### src/rtl/convolutor_rom_reader_pkg.sv
// Shared types and constants for the coefficient ROM read sequencer.
package convolutor_rom_reader_pkg;

   typedef enum logic [1:0] {IDLE, FETCH, DRAIN, DONE} rd_state_t;

   localparam int unsigned BUF_DEPTH = 2;
   localparam int unsigned BUF_CNTW  = $clog2(BUF_DEPTH + 1);

endpackage

### src/rtl/convolutor_skid_fifo.sv
// Two-entry FIFO that absorbs ROM read latency; entry 0 is always the head.
module convolutor_skid_fifo
   import convolutor_rom_reader_pkg::*;
#(
   parameter int unsigned WIDTH = 8
) (
   input  logic                clk,
   input  logic                rst_n,
   input  logic                push_i,
   input  logic [WIDTH-1:0]    push_data_i,
   input  logic                pop_i,
   output logic [WIDTH-1:0]    head_o,
   output logic [BUF_CNTW-1:0] count_o
);

   logic [WIDTH-1:0]    mem0_q, mem0_d;
   logic [WIDTH-1:0]    mem1_q, mem1_d;
   logic [BUF_CNTW-1:0] count_q, count_d;

   always_comb begin
      mem0_d  = mem0_q;
      mem1_d  = mem1_q;
      count_d = count_q;
      case ({push_i, pop_i})
         2'b10: begin
            if (count_q == BUF_CNTW'(0)) mem0_d = push_data_i;
            else                         mem1_d = push_data_i;
            count_d = count_q + BUF_CNTW'(1);
         end
         2'b01: begin
            mem0_d  = mem1_q;
            count_d = count_q - BUF_CNTW'(1);
         end
         2'b11: begin
            // Simultaneous push and pop: occupancy unchanged, queue shifts.
            if (count_q == BUF_CNTW'(1)) begin
               mem0_d = push_data_i;
            end else begin
               mem0_d = mem1_q;
               mem1_d = push_data_i;
            end
         end
         default: ;
      endcase
   end

   always_ff @(posedge clk or negedge rst_n) begin
      if (!rst_n) begin
         mem0_q  <= '0;
         mem1_q  <= '0;
         count_q <= '0;
      end else begin
         mem0_q  <= mem0_d;
         mem1_q  <= mem1_d;
         count_q <= count_d;
      end
   end

   assign head_o  = mem0_q;
   assign count_o = count_q;

endmodule

### src/rtl/convolutor_rom_reader.sv
// Fetches a wrapping run of ROM words and streams them out on valid/ready,
// hiding the one-cycle ROM latency behind a two-entry buffer.
module convolutor_rom_reader
   import convolutor_rom_reader_pkg::*;
#(
   parameter int unsigned WIDTH = 8,
   parameter int unsigned DEPTH = 16,
   parameter int unsigned ADDRW = $clog2(DEPTH)
) (
   input  logic             clk,
   input  logic             rst_n,
   input  logic             start_i,
   input  logic [ADDRW-1:0] base_addr_i,
   input  logic [ADDRW:0]   length_i,
   output logic             busy_o,
   output logic             done_o,
   output logic [ADDRW-1:0] rom_addr_o,
   input  logic [WIDTH-1:0] rom_data_i,
   output logic [WIDTH-1:0] data_o,
   output logic             valid_o,
   input  logic             ready_i,
   output logic             last_o
);

   localparam int unsigned CNTW = ADDRW + 1;

   rd_state_t           state_q, state_d;
   logic [CNTW-1:0]     len_q, len_d;
   logic [CNTW-1:0]     issue_cnt_q, issue_cnt_d;
   logic [CNTW-1:0]     out_cnt_q, out_cnt_d;
   logic [ADDRW-1:0]    rom_addr_q, rom_addr_d;
   logic                inflight_q, inflight_d;
   logic [BUF_CNTW-1:0] fifo_count;
   logic [BUF_CNTW-1:0] occ_c;
   logic                credit_c;
   logic                issue_c;
   logic                pop_c;

   convolutor_skid_fifo #(.WIDTH(WIDTH)) u_fifo (
      .clk         (clk),
      .rst_n       (rst_n),
      .push_i      (inflight_q),
      .push_data_i (rom_data_i),
      .pop_i       (pop_c),
      .head_o      (data_o),
      .count_o     (fifo_count)
   );

   // A read may only be issued if its word is guaranteed a buffer slot.
   assign pop_c    = valid_o & ready_i;
   assign occ_c    = fifo_count + BUF_CNTW'(inflight_q);
   assign credit_c = (occ_c < BUF_CNTW'(BUF_DEPTH)) ||
                     ((occ_c == BUF_CNTW'(BUF_DEPTH)) && pop_c);
   assign issue_c  = (state_q == FETCH) && (issue_cnt_q < len_q) && credit_c;

   always_ff @(posedge clk or negedge rst_n) begin
      if (!rst_n) state_q <= IDLE;
      else        state_q <= state_d;
   end

   // rom_addr_q always holds the address of the next read to issue.
   always_comb begin
      state_d     = state_q;
      len_d       = len_q;
      issue_cnt_d = issue_cnt_q;
      out_cnt_d   = out_cnt_q;
      rom_addr_d  = rom_addr_q;
      inflight_d  = issue_c;
      if (issue_c) begin
         issue_cnt_d = issue_cnt_q + CNTW'(1);
         if (issue_cnt_d < len_q) rom_addr_d = rom_addr_q + ADDRW'(1);
      end
      if (pop_c) out_cnt_d = out_cnt_q + CNTW'(1);
      case (state_q)
         IDLE: begin
            if (start_i) begin
               len_d       = length_i;
               issue_cnt_d = '0;
               out_cnt_d   = '0;
               if (length_i != CNTW'(0)) begin
                  rom_addr_d = base_addr_i;
                  state_d    = FETCH;
               end else begin
                  state_d    = DONE;
               end
            end
         end
         FETCH:   if (issue_cnt_d == len_q) state_d = DRAIN;
         DRAIN:   if (out_cnt_d == len_q)   state_d = DONE;
         DONE:    state_d = IDLE;
         default: state_d = IDLE;
      endcase
   end

   always_ff @(posedge clk or negedge rst_n) begin
      if (!rst_n) begin
         len_q       <= '0;
         issue_cnt_q <= '0;
         out_cnt_q   <= '0;
         rom_addr_q  <= '0;
         inflight_q  <= 1'b0;
      end else begin
         len_q       <= len_d;
         issue_cnt_q <= issue_cnt_d;
         out_cnt_q   <= out_cnt_d;
         rom_addr_q  <= rom_addr_d;
         inflight_q  <= inflight_d;
      end
   end

   always_comb begin
      busy_o     = (state_q != IDLE);
      done_o     = (state_q == DONE);
      valid_o    = (fifo_count != BUF_CNTW'(0));
      last_o     = valid_o && (out_cnt_q == len_q - CNTW'(1));
      rom_addr_o = rom_addr_q;
   end

endmodule

### config.mk
export PLATFORM = sky130hd
export DESIGN_NAME = convolutor_rom_reader
export DESIGN_NICKNAME = d
export VERILOG_FILES = /design/src/rtl/convolutor_rom_reader_pkg.sv /design/src/rtl/convolutor_skid_fifo.sv /design/src/rtl/convolutor_rom_reader.sv
export SDC_FILE = /design/constraint.sdc
export NUM_CORES = 1
export LEC_CHECK = 0
export BUFFER_PORTS_ARGS = -buffer_cell sky130_fd_sc_hd__buf_2
export CAP_MARGIN = 5
export CORE_ASPECT_RATIO = 1.2
export CORE_MARGIN = 5
export CORE_UTILIZATION = 43
export CTS_CLUSTER_SIZE = 16
export DETAILED_ROUTE_END_ITERATION = 8
export HOLD_SLACK_MARGIN = 0.1
export SLEW_MARGIN = 10
export SYNTH_ARGS = -nofsm -noshare
export SYNTH_HDL_FRONTEND = slang
export SYNTH_SLANG_ARGS = --single-unit
### constraint.sdc
create_clock -name clk -period 6.3 [get_ports clk]
set_input_delay 1.26 -clock clk [delete_from_list [all_inputs] [get_ports clk]]
set_output_delay 1.26 -clock clk [all_outputs]
set_load 0.03 [all_outputs]
==> results.toml <==
[outcome]
status = "finished, final reports clean"

[clock_network]
hold_buffers = 0
cts_resized = 0
cts.clk_slew.worst_paths_ns = 0.09
root_buffer = "clkbuf_8"
cts_sinks = 40
clkLatencyLatePin_ns = 0.30
htree_num_levels = 2
cts_inserted_buffers = 5
cts_setup_buffers = 0
clockBufferDepth = 2
cts_tree = "built"

[sta]
period_minus_slack_ns = 3.46
relSlewSlack_pct = 35.0
fin_tns_setup_ns = 0
maxSlewViolCount = 0
finClkSkew_ns = 0.00822
worst_pin_slew_ns = 0.975
period_share_pct = 54.8
rsz0062_at_grt = "false"
clock.fmax_mhz = 289
hold_violations = 0
finalSetupViolCount = 0

[placement]
globalplace.congestion = 0.825
dp_hpwl_um = 3940
dp_cells = 366
portBuffers = 36

[final_layout]
nFillCells = 559
final_cell_mix = "40 x dfrtp_1, 36 x buf_2, 27 x nand2_1, 23 x ha_1, 22 x o21ai_0"
finalNetCount = 337
n_antenna_cell = 0
seq_area_sq_um = 1000
drive_gt1_share_pct = 19.4
instances_no_fill = 374
final_common_cell = "dfrtp_1"
area_growth_pct = 13.7
multiInputGateArea_sq_um = 1430

[power]
power_frac_comb_pct = 54.2
switching_share_pct = 45.8
seqPwrFrac_pct = 31.9
power_switching_w = 0.000720
p_int_w = 0.000854
ir_drop_v = 0.000218
leakage_nw = 1.37
clkPwrFrac_pct = 13.9
power_per_cell_area_nw_per_um2 = 547

[drt]
drt_iter0_markers = 57
ant_nets = 0
vias = 1879
viasPerCell = 5.02
dr.pass1.iters = 4
wl_per_cell_um = 13.9
drc = 0
wl_um = 5190

[worst_setup_path]
cp.required_ns = 5.04
crit_arrival_ns = 2.20
crit_path_cell_trace = "inv_1 > ha_1 > xor2_1 > nor2_1 > o21ai_0 > a21oi_1 > a41oi_1 > nor3_1 > buf_2"
crit_buf_inv = 2
cp_top_family = "flip-flops"
cpPeakStageDelay_ns = 0.51
worstPathMaxFanout = 6
critPathSlowestCell = "dfrtp_1"
crit_path_end_kind = "output port"
critical_path_class = "register to output port"
start_kind = "register"

[global_routing]
grt_util_all_layers_pct = 15.1
antenna_found_initial = 0
grt_start_max_net_pins = 41
grt_pass1_wl_um = 8790
grt-ovfl-total = 0
grt_pass1_vias = 1848

[die]
io_pins = 37
die_w_um = 80.0
num_rows = 30
start_util_pct = 44.4
dieArea_sq_um = 7530
die-height_um = 94.0
coreArea_sq_um = 5710

[synth]
yosysWarnings = 0
yosys-top-cells-area = "dfrtp_1 40%, ha_1 11%, xor2_1 6.9%"
syn-num-nets = 304
yosys_register_bits = 40
syn_area_sq_um = 2530
avgSynthCellArea_sq_um = 9.74
ys_seq_area_share_pct = 39.5
synth_cell_types = 40
netlist_instances = 260
synth_top_area_share_pct = 39.5
synth_largest_area_cell = "dfrtp_1"

[hold_path]
hp-class = "register to register"

[flow_run]
cap_violations = 0
-- worst reg2reg max path: stages (launching register included) --
cell     delay, ns
dfrtp_1       0.56
inv_1         0.17
ha_1          0.34
a21o_1        0.15
a31oi_1       0.19
o211a_1       0.43
nor3_1        0.11
a211o_2       0.34
nand3_1       0.11
mux2i_1       0.19
-- power by group through the flow --
stage	Sequential [W]	Combinational, W	Clock [W]
after floorplan	0.000524	0.000659	0
after global placement	0.000504	0.000847	0
after detailed placement	0.000509	0.000862	0
after CTS	0.000504	0.000867	0.000225
after global routing	0.000524	0.000968	0.000236
final	0.000502	0.000853	0.000218
-- final cells by class --
type / count / area share [%]
clock buffer: 5 / 2.39
clock inverter: 3 / 1.61
inverter: 15 / 1.96
multi-input combinational: 195 / 49.5
sequential: 40 / 34.8
tap: 80 / 3.48
timing repair buffer: 36 / 6.26
-- metal layers --
metal | global-route usage (%) | routed length [um]
met5 | 0 | 0
met4 | 5.35 | 62
met3 | 2.78 | 210
met2 | 26.2 | 2590
met1 | 18.6 | 2320
-- per-stage QoR --
stage | total power [W] | hold slack [ns] | cell area, sq um | worst slack (ns) | util [%]
after floorplan | 0.00118 | 0.480 | 2530 | 2.94 | -
after global placement | 0.00135 | 0.458 | 2760 | 3.15 | 48.4
after detailed placement | 0.00137 | 0.468 | 2760 | 3.11 | 48.4
after CTS | 0.00160 | 0.487 | 2880 | 2.80 | 50.5
after global routing | 0.00173 | 0.506 | 2880 | 2.64 | 50.5
final | 0.00157 | 0.481 | 2880 | 2.84 | 50.5
-- path summary, 6_finish.rpt --
kind	endpoint	from	slack [ns]	cells past startpoint
min in group asynchronous	u_fifo.count_o[1]$_DFFE_PN0P_	rst_n	1.08	1
min reg2reg	u_fifo.head_o[4]$_DFFE_PN0P_	u_fifo.head_o[4]$_DFFE_PN0P_	0.48	2
min	u_fifo.head_o[4]$_DFFE_PN0P_	u_fifo.head_o[4]$_DFFE_PN0P_	0.48	2
max reg2reg	state_q[1]$_DFFE_PN0P_	len_q[2]$_DFFE_PN0P_	3.65	9
max	last_o	len_q[1]$_DFFE_PN0P_	2.84	9
max in group asynchronous	issue_cnt_q[1]$_DFF_PN0_	rst_n	4.66	1
-- state kept, by name, indices dropped and copies added, names as in the netlist --
name / cells
out_cnt_q: 5
u_fifo.head_o: 8
u_fifo.count_o: 2
rom_addr_o: 4
state_q: 2
u_fifo.mem1_q: 8
len_q: 5
issue_cnt_q: 5
inflight_q: 1
-- cells by family after synthesis --
kind of cell | after synthesis | synth area share [%]
flip-flops | 40 | 39.5
AO/OA/AOI/OAI | 55 | 14.3
buffers and inverters | 25 | 4.10
multiplexers | 14 | 5.93
AND/OR/NAND/NOR | 70 | 13.3
adder cells (fa/ha/maj) | 23 | 11.4
XOR/XNOR | 33 | 11.4
-- synthesized netlist by cell type --
| cell type | count |
|---|---|
| or3b_1 | 1 |
| mux2i_1 | 6 |
| inv_1 | 14 |
| nand3_1 | 7 |
| a21oi_1 | 6 |
| buf_6 | 1 |
| a211o_2 | 1 |
| a41oi_1 | 1 |
| a21o_1 | 2 |
| o21ai_4 | 1 |
| nand4_1 | 4 |
| dfrtp_1 | 40 |
| a211o_1 | 1 |
| inv_2 | 1 |
| o21ai_0 | 22 |
| xor2_1 | 20 |
| or4_1 | 1 |
| a31oi_1 | 3 |
| o211ai_1 | 3 |
| nor2b_1 | 1 |
| nand3b_4 | 1 |
| o211a_1 | 1 |
| nand2b_1 | 4 |
| a21boi_1 | 1 |
| and2_1 | 2 |
| a22oi_1 | 8 |
| ha_1 | 23 |
| o31ai_1 | 1 |
| nor2_1 | 15 |
| a211oi_2 | 1 |
| nand4b_1 | 1 |
| nand2_1 | 27 |
| o21a_1 | 2 |
| nor3_1 | 5 |
| xnor2_1 | 13 |
| a32oi_1 | 1 |
| or3_1 | 1 |
| clkbuf_1 | 7 |
| buf_2 | 2 |
| mux2_2 | 8 |
(Power assumes the default switching activity.)
